$ cat src/rtl/reorder_buffer_pkg.sv
// Shared types and sizing for the reorder buffer: entry layout and flush cause encoding.
package reorder_buffer_pkg;

  localparam int unsigned ROB_ENTRIES = 32;
  localparam int unsigned ROB_IDX_W   = $clog2(ROB_ENTRIES);
  localparam int unsigned DATA_W      = 32;

  typedef struct packed {
    logic              valid;
    logic              done;
    logic              mispred;
    logic              exc;
    logic [4:0]        dest_reg;
    logic              reg_write;
    logic [DATA_W-1:0] pc;
    logic [DATA_W-1:0] data;
  } rob_entry_t;

  typedef enum logic [1:0] {
    FlushNone      = 2'b00,
    FlushMispred   = 2'b01,
    FlushException = 2'b10
  } flush_cause_t;

endpackage

$ cat src/rtl/rob_ptr_ctrl.sv
// Head/tail/occupancy tracking for the reorder buffer; full/empty come from the count only.
module rob_ptr_ctrl #(
  parameter int unsigned Entries = 32,
  parameter int unsigned IdxW    = $clog2(Entries)
) (
  input  logic            clk_i,
  input  logic            rst_ni,
  input  logic            alloc_i,
  input  logic            commit_i,
  input  logic            flush_i,
  output logic [IdxW-1:0] head_o,
  output logic [IdxW-1:0] tail_o,
  output logic            full_o,
  output logic            empty_o
);

  localparam logic [IdxW:0] FullCount = (IdxW + 1)'(Entries);

  logic [IdxW-1:0] head_q, head_d;
  logic [IdxW-1:0] tail_q, tail_d;
  logic [IdxW:0]   count_q, count_d;

  always_comb begin
    head_d  = head_q;
    tail_d  = tail_q;
    count_d = count_q;
    if (flush_i) begin
      head_d  = '0;
      tail_d  = '0;
      count_d = '0;
    end else begin
      // Power-of-two depth, so pointer wrap is plain overflow.
      if (alloc_i)  tail_d = tail_q + 1'b1;
      if (commit_i) head_d = head_q + 1'b1;
      unique case ({alloc_i, commit_i})
        2'b10:   count_d = count_q + 1'b1;
        2'b01:   count_d = count_q - 1'b1;
        default: count_d = count_q;
      endcase
    end
  end

  always_ff @(posedge clk_i or negedge rst_ni) begin
    if (!rst_ni) begin
      head_q  <= '0;
      tail_q  <= '0;
      count_q <= '0;
    end else begin
      head_q  <= head_d;
      tail_q  <= tail_d;
      count_q <= count_d;
    end
  end

  assign head_o  = head_q;
  assign tail_o  = tail_q;
  assign full_o  = (count_q == FullCount);
  assign empty_o = (count_q == '0);

endmodule

$ cat src/rtl/reorder_buffer.sv
// In-order reorder buffer: allocates at tail, completes out of order, retires one entry per
// cycle from head and raises a one-cycle flush on a mispredicted or excepting head.
module reorder_buffer
  import reorder_buffer_pkg::*;
#(
  parameter int unsigned ROB_ENTRIES = reorder_buffer_pkg::ROB_ENTRIES,
  parameter int unsigned IDX_W       = $clog2(ROB_ENTRIES),
  parameter int unsigned DATA_W      = reorder_buffer_pkg::DATA_W
) (
  input  logic              CLK,
  input  logic              nRST,
  input  logic              disp_valid,
  output logic              disp_ready,
  output logic [IDX_W-1:0]  disp_rob_idx,
  input  logic [4:0]        disp_dest_reg,
  input  logic              disp_reg_write,
  input  logic [DATA_W-1:0] disp_pc,
  input  logic              ex_valid,
  input  logic [IDX_W-1:0]  rob_entry_idx,
  input  logic              br_mispred,
  input  logic              exception,
  input  logic [DATA_W-1:0] ex_val,
  output logic              cmt_valid,
  output logic [4:0]        cmt_dest_reg,
  output logic              cmt_reg_write,
  output logic [DATA_W-1:0] cmt_data,
  output logic              flush,
  output logic [1:0]        flush_cause,
  output logic [DATA_W-1:0] flush_pc
);

  rob_entry_t       entries_q [ROB_ENTRIES];
  rob_entry_t       head_entry;
  logic [IDX_W-1:0] head, tail;
  logic             full, empty;
  logic             alloc, head_ready;
  flush_cause_t     cause;

  rob_ptr_ctrl #(
    .Entries (ROB_ENTRIES),
    .IdxW    (IDX_W)
  ) u_ptr_ctrl (
    .clk_i    (CLK),
    .rst_ni   (nRST),
    .alloc_i  (alloc),
    .commit_i (cmt_valid),
    .flush_i  (flush),
    .head_o   (head),
    .tail_o   (tail),
    .full_o   (full),
    .empty_o  (empty)
  );

  assign disp_ready   = !full;
  assign disp_rob_idx = tail;
  assign alloc        = disp_valid && disp_ready;
  assign head_entry   = entries_q[head];
  assign head_ready   = head_entry.valid && head_entry.done && !empty;

  always_comb begin
    cause = FlushNone;
    if (head_ready) begin
      if (head_entry.exc)          cause = FlushException;
      else if (head_entry.mispred) cause = FlushMispred;
    end
  end

  // A mispredicted branch still retires (its link write is architectural); an exception does not.
  always_comb begin
    cmt_valid     = head_ready && !head_entry.exc;
    cmt_dest_reg  = cmt_valid ? head_entry.dest_reg : '0;
    cmt_reg_write = cmt_valid && head_entry.reg_write;
    cmt_data      = cmt_valid ? head_entry.data : '0;
    flush         = (cause != FlushNone);
    flush_cause   = cause;
    flush_pc      = flush ? head_entry.pc : '0;
  end

  always_ff @(posedge CLK or negedge nRST) begin
    if (!nRST) begin
      for (int i = 0; i < int'(ROB_ENTRIES); i++) entries_q[i] <= '0;
    end else if (flush) begin
      for (int i = 0; i < int'(ROB_ENTRIES); i++) begin
        entries_q[i].valid <= 1'b0;
        entries_q[i].done  <= 1'b0;
      end
    end else begin
      if (alloc) begin
        entries_q[tail] <= '{valid:     1'b1,
                             done:      1'b0,
                             mispred:   1'b0,
                             exc:       1'b0,
                             dest_reg:  disp_dest_reg,
                             reg_write: disp_reg_write,
                             pc:        disp_pc,
                             data:      '0};
      end
      if (ex_valid && entries_q[rob_entry_idx].valid) begin
        entries_q[rob_entry_idx].done    <= 1'b1;
        entries_q[rob_entry_idx].mispred <= br_mispred;
        entries_q[rob_entry_idx].exc     <= exception;
        entries_q[rob_entry_idx].data    <= ex_val;
      end
      if (cmt_valid) entries_q[head].valid <= 1'b0;
    end
  end

endmodule
$ cat config.mk
export PLATFORM = sky130hd
export DESIGN_NAME = reorder_buffer
export DESIGN_NICKNAME = d
export VERILOG_FILES = /design/src/rtl/reorder_buffer_pkg.sv /design/src/rtl/rob_ptr_ctrl.sv /design/src/rtl/reorder_buffer.sv
export SDC_FILE = /design/constraint.sdc
export NUM_CORES = 2
export LEC_CHECK = 0
export BUFFER_PORTS_ARGS = -buffer_cell sky130_fd_sc_hd__buf_2
export CAP_MARGIN = 10
export CORE_UTILIZATION = 55
export CTS_BUF_LIST = sky130_fd_sc_hd__clkbuf_8 sky130_fd_sc_hd__clkbuf_16
export CTS_CLUSTER_DIAMETER = 120
export DETAILED_ROUTE_END_ITERATION = 16
export PLACE_DENSITY_LB_ADDON = 0.2
export SYNTH_ARGS = -nofsm -noshare
export SYNTH_HDL_FRONTEND = slang
export SYNTH_HIERARCHICAL = 1
export SYNTH_SLANG_ARGS = --single-unit
$ cat constraint.sdc
create_clock -name CLK -period 5.1 [get_ports CLK]
set_input_delay 0 -clock CLK [delete_from_list [all_inputs] [get_ports CLK]]
set_output_delay 0 -clock CLK [all_outputs]
set_load 0.02 [all_outputs]
==> results.sh <==
export IMPL_violations="hold timing"
export IMPL_yosys_warnings=6
export IMPL_fin_tns_setup_ns=0
export IMPL_synth_ff_type="dfrtp_1"
export IMPL_gr_total_overflow=0
export IMPL_run_status="finished, violations left"
export IMPL_syn2layout_area_growth_pct=12.5
export IMPL_hold_ws_ns=-0.000310
export IMPL_synth_common_cells="dfrtp_1, a22o_1, mux2_1"
export IMPL_synthCells=7082
export IMPL_p_per_area_nw_per_um2=592
export IMPL_coreArea_um2=191000
export IMPL_synth_top_cell_area_share_pct=56.4
export IMPL_setup_worst_path_end_class="output port"
export IMPL_clockBufferDepth=3
export IMPL_pwr_share_comb_pct=32.4
export IMPL_yosysUniqueCellTypes=58
export IMPL_grt_antenna_before_repair=10
export IMPL_hold_class="in2async"
export IMPL_layout_drive_gt1_share_pct=28.6
export IMPL_reg2reg_from="u_ptr_ctrl/head_o[4]$_DFFE_PN0P_"
export IMPL_num_vias=68600
export IMPL_grt_pass1_vias=71252
export IMPL_drv_cap=0
export IMPL_leakage_uw=0.0546
export IMPL_placed_cell_area_um2=110000
export IMPL_drtIter0Drc=7219
export IMPL_place_hpwl_um=179000
export IMPL_power_share_clock_pct=25.5
export IMPL_root_buffer="clkbuf_16"
export IMPL_setup_viol=0
export IMPL_fp_dieW_um=441
export IMPL_cp_slowest_cell="buf_4"
export IMPL_required_ns=5.10
export IMPL_final_area_um2=119000
export IMPL_slowest_delay_ns=0.87
export IMPL_cts_buffers=238
export IMPL_finalCritPeriodShare_pct=96.8
export IMPL_die_y_um=441
export IMPL_drc=0
export IMPL_io_pins=161
export IMPL_finalNetCount=7067
export IMPL_via_per_inst=7.08
export IMPL_r2r_end="entries_q[2232]$_DFFE_PN0N_"
export IMPL_fmax_mhz=203
export IMPL_cp_data_arrival_time_ns=4.93
export IMPL_power_total_uw=70400
export IMPL_post_route_min_period_ns=4.93
export IMPL_timing_critical_path_fanout_max=101
export IMPL_final_hold_viol_count=2
export IMPL_rsz0062_at_grt="false"
export IMPL_numPortBuffers=160
export IMPL_cts_tree="built"
export IMPL_async_flop_share_pct=100
export IMPL_place_gp_congestion=0.923
export IMPL_max_slew_margin_pct=25.6
export IMPL_cts_sinks=2384
export IMPL_utilization_pct=62.5
export IMPL_rows=160
export IMPL_synthTopCellsByArea="dfrtp_1, mux4_2, a22o_1"
export IMPL_switching_share_pct=31.7
export IMPL_r2r_slack_ns=0.70
export IMPL_grt_pass1_wl_um=487000
export IMPL_dr_pass1_iters=7
export IMPL_synth_edff_count=0
export IMPL_mappedNetlistArea_um2=106000
export IMPL_synth_largest_area_cell="dfrtp_1"
export IMPL_drt_total_wl_um=324000
export IMPL_start_kind="flip-flop"
export IMPL_clkSlewWorstSetupHoldPaths_ns=0.06
export IMPL_yosysMostFrequentCell="dfrtp_1"
export IMPL_avgSynthCellArea_um2=14.9
export IMPL_gr_usage_all_layers_pct=33.9
export IMPL_dieArea_um2=194000
export IMPL_cts_max_level=4
export IMPL_power_frac_seq_pct=42.1
export IMPL_path_cells="buf_12 > buf_4 > mux4_2 > o22ai_1 > or4_1 > nor2_1 > buf_2"
export IMPL_ys_seq_elements=2384
export IMPL_power_switching_uw=22300
export IMPL_critPathKind="reg2out"
export IMPL_intPower_uw=48100
export IMPL_rr_worst_depth=9
export IMPL_drtAntennaViolNets=0
export IMPL_start_util_pct=55.5
export IMPL_syn_nets=7168
export IMPL_slew_violations=0
export IMPL_clk_latency_ns=0.91
export IMPL_worstMarginPinSlew_ns=1.12
export IMPL_irDropWorstVdd_mv=0.542
export IMPL_post_drt_wl_per_cell_um=33.5
export IMPL_synth_seq_area_share_pct=56.4
export IMPL_fin_skew_ns=0.0387
export IMPL_grt_max_degree=188
layout by cell type (no fill, tap or decap), drive strengths merged, types with 8 or more instances in the layout:
cell type,n
mux4,568
bufinv,16
a21oi,110
nor4,9
nand3,36
clkbuf,307
mux2i,66
nor2b,9
nor3,14
nor2,90
nand2,87
or4,71
o22ai,312
dlygate4sd3,86
clkinv,38
a22o,1121
mux2,1217
a311oi,9
nand4,8
diode,9
buf,397
a211oi,11
dfrtp,2384
a221oi,13
inv,101
o21ai,9
nor3b,9
worst max path at each step:
stage | to | cells past startpoint | start
finish | flush_pc[29] | 7 | u_ptr_ctrl/head_o[0]$_DFFE_PN0P_
floorplan | u_ptr_ctrl/count_q[5]$_DFFE_PN0P_ | 16 | u_ptr_ctrl/head_o[2]$_DFFE_PN0P_
CTS | cmt_data[28] | 7 | u_ptr_ctrl/head_o[0]$_DFFE_PN0P_
detailed placement | entries_q[2232]$_DFFE_PN0N_ | 9 | u_ptr_ctrl/head_o[1]$_DFFE_PN0P_
global route | flush_pc[29] | 7 | u_ptr_ctrl/head_o[0]$_DFFE_PN0P_
global placement | entries_q[2232]$_DFFE_PN0N_ | 9 | u_ptr_ctrl/head_o[1]$_DFFE_PN0P_
worst max-delay path, delay by kind of cell, from the launching register on:
family | cells | cell delay, ns
compound gates | 1 | 0.08
buf+inv | 3 | 1.75
flops | 1 | 0.55
mux | 1 | 0.38
simple gates | 2 | 0.99
cell type report:
class / instances / area (um^2)
clock buffers: 307 / 6910
clock inverters: 128 / 1160
well taps: 2511 / 3140
flip-flops and latches: 2384 / 59700
fillers: 13909 / 71600
inverters: 29 / 109
repair buffers: 483 / 5030
diodes: 9 / 22.5
multi-input cells: 3845 / 43000
metrics by stage:
step | cells | worst slack, ns
finish | 9696 | 0.165
global route | 9689 | 0.0673
CTS | 9686 | 0.0206
detailed placement | 9164 | 0.883
global placement | 9164 | 0.887
floorplan | 7082 | 1.05
timing repair:
action	4_1_cts	5_1_grt
hold endpoints to repair	4369	0
gates resized for setup	0	1
hold buffers	87	0
setup endpoints to repair	0	3
buffers inserted	0	1
power groups by stage:
stage | combinational, uW | clock (uW) | sequential, uW
final | 22800 | 18000 | 29700
after CTS | 22800 | 18100 | 29600
after global routing | 24200 | 18900 | 30500
after global placement | 22100 | 0 | 29400
after floorplan | 16900 | 0 | 28500
after detailed placement | 22700 | 0 | 29800
routing by layer:
| layer | global-route usage [%] | routed length [um] | share of wire (%) |
|---|---|---|---|
| met5 | 0 | 36 | 0.011 |
| met4 | 14.7 | 15700 | 4.8 |
| met3 | 8.58 | 28900 | 8.9 |
| met1 | 46.2 | 129000 | 40 |
| met2 | 52.0 | 151000 | 46 |
cell families (layout without fill, tap and decap cells):
kind of cell / count (synthesis) / in the layout / share of synthesized area (%)
flops: 2384 / 2384 / 56.4
mux: 1851 / 1851 / 25.7
compound gates: 1599 / 1599 / 12.2
buf+inv: 853 / 947 / 3.64
simple gates: 380 / 380 / 1.98
xor+xnor: 10 / 10 / 0.0828
fa+ha+maj: 5 / 5 / 0.0591
other cells: 0 / 9 / 0
No activity file was read; power rests on OpenSTA's default activity.
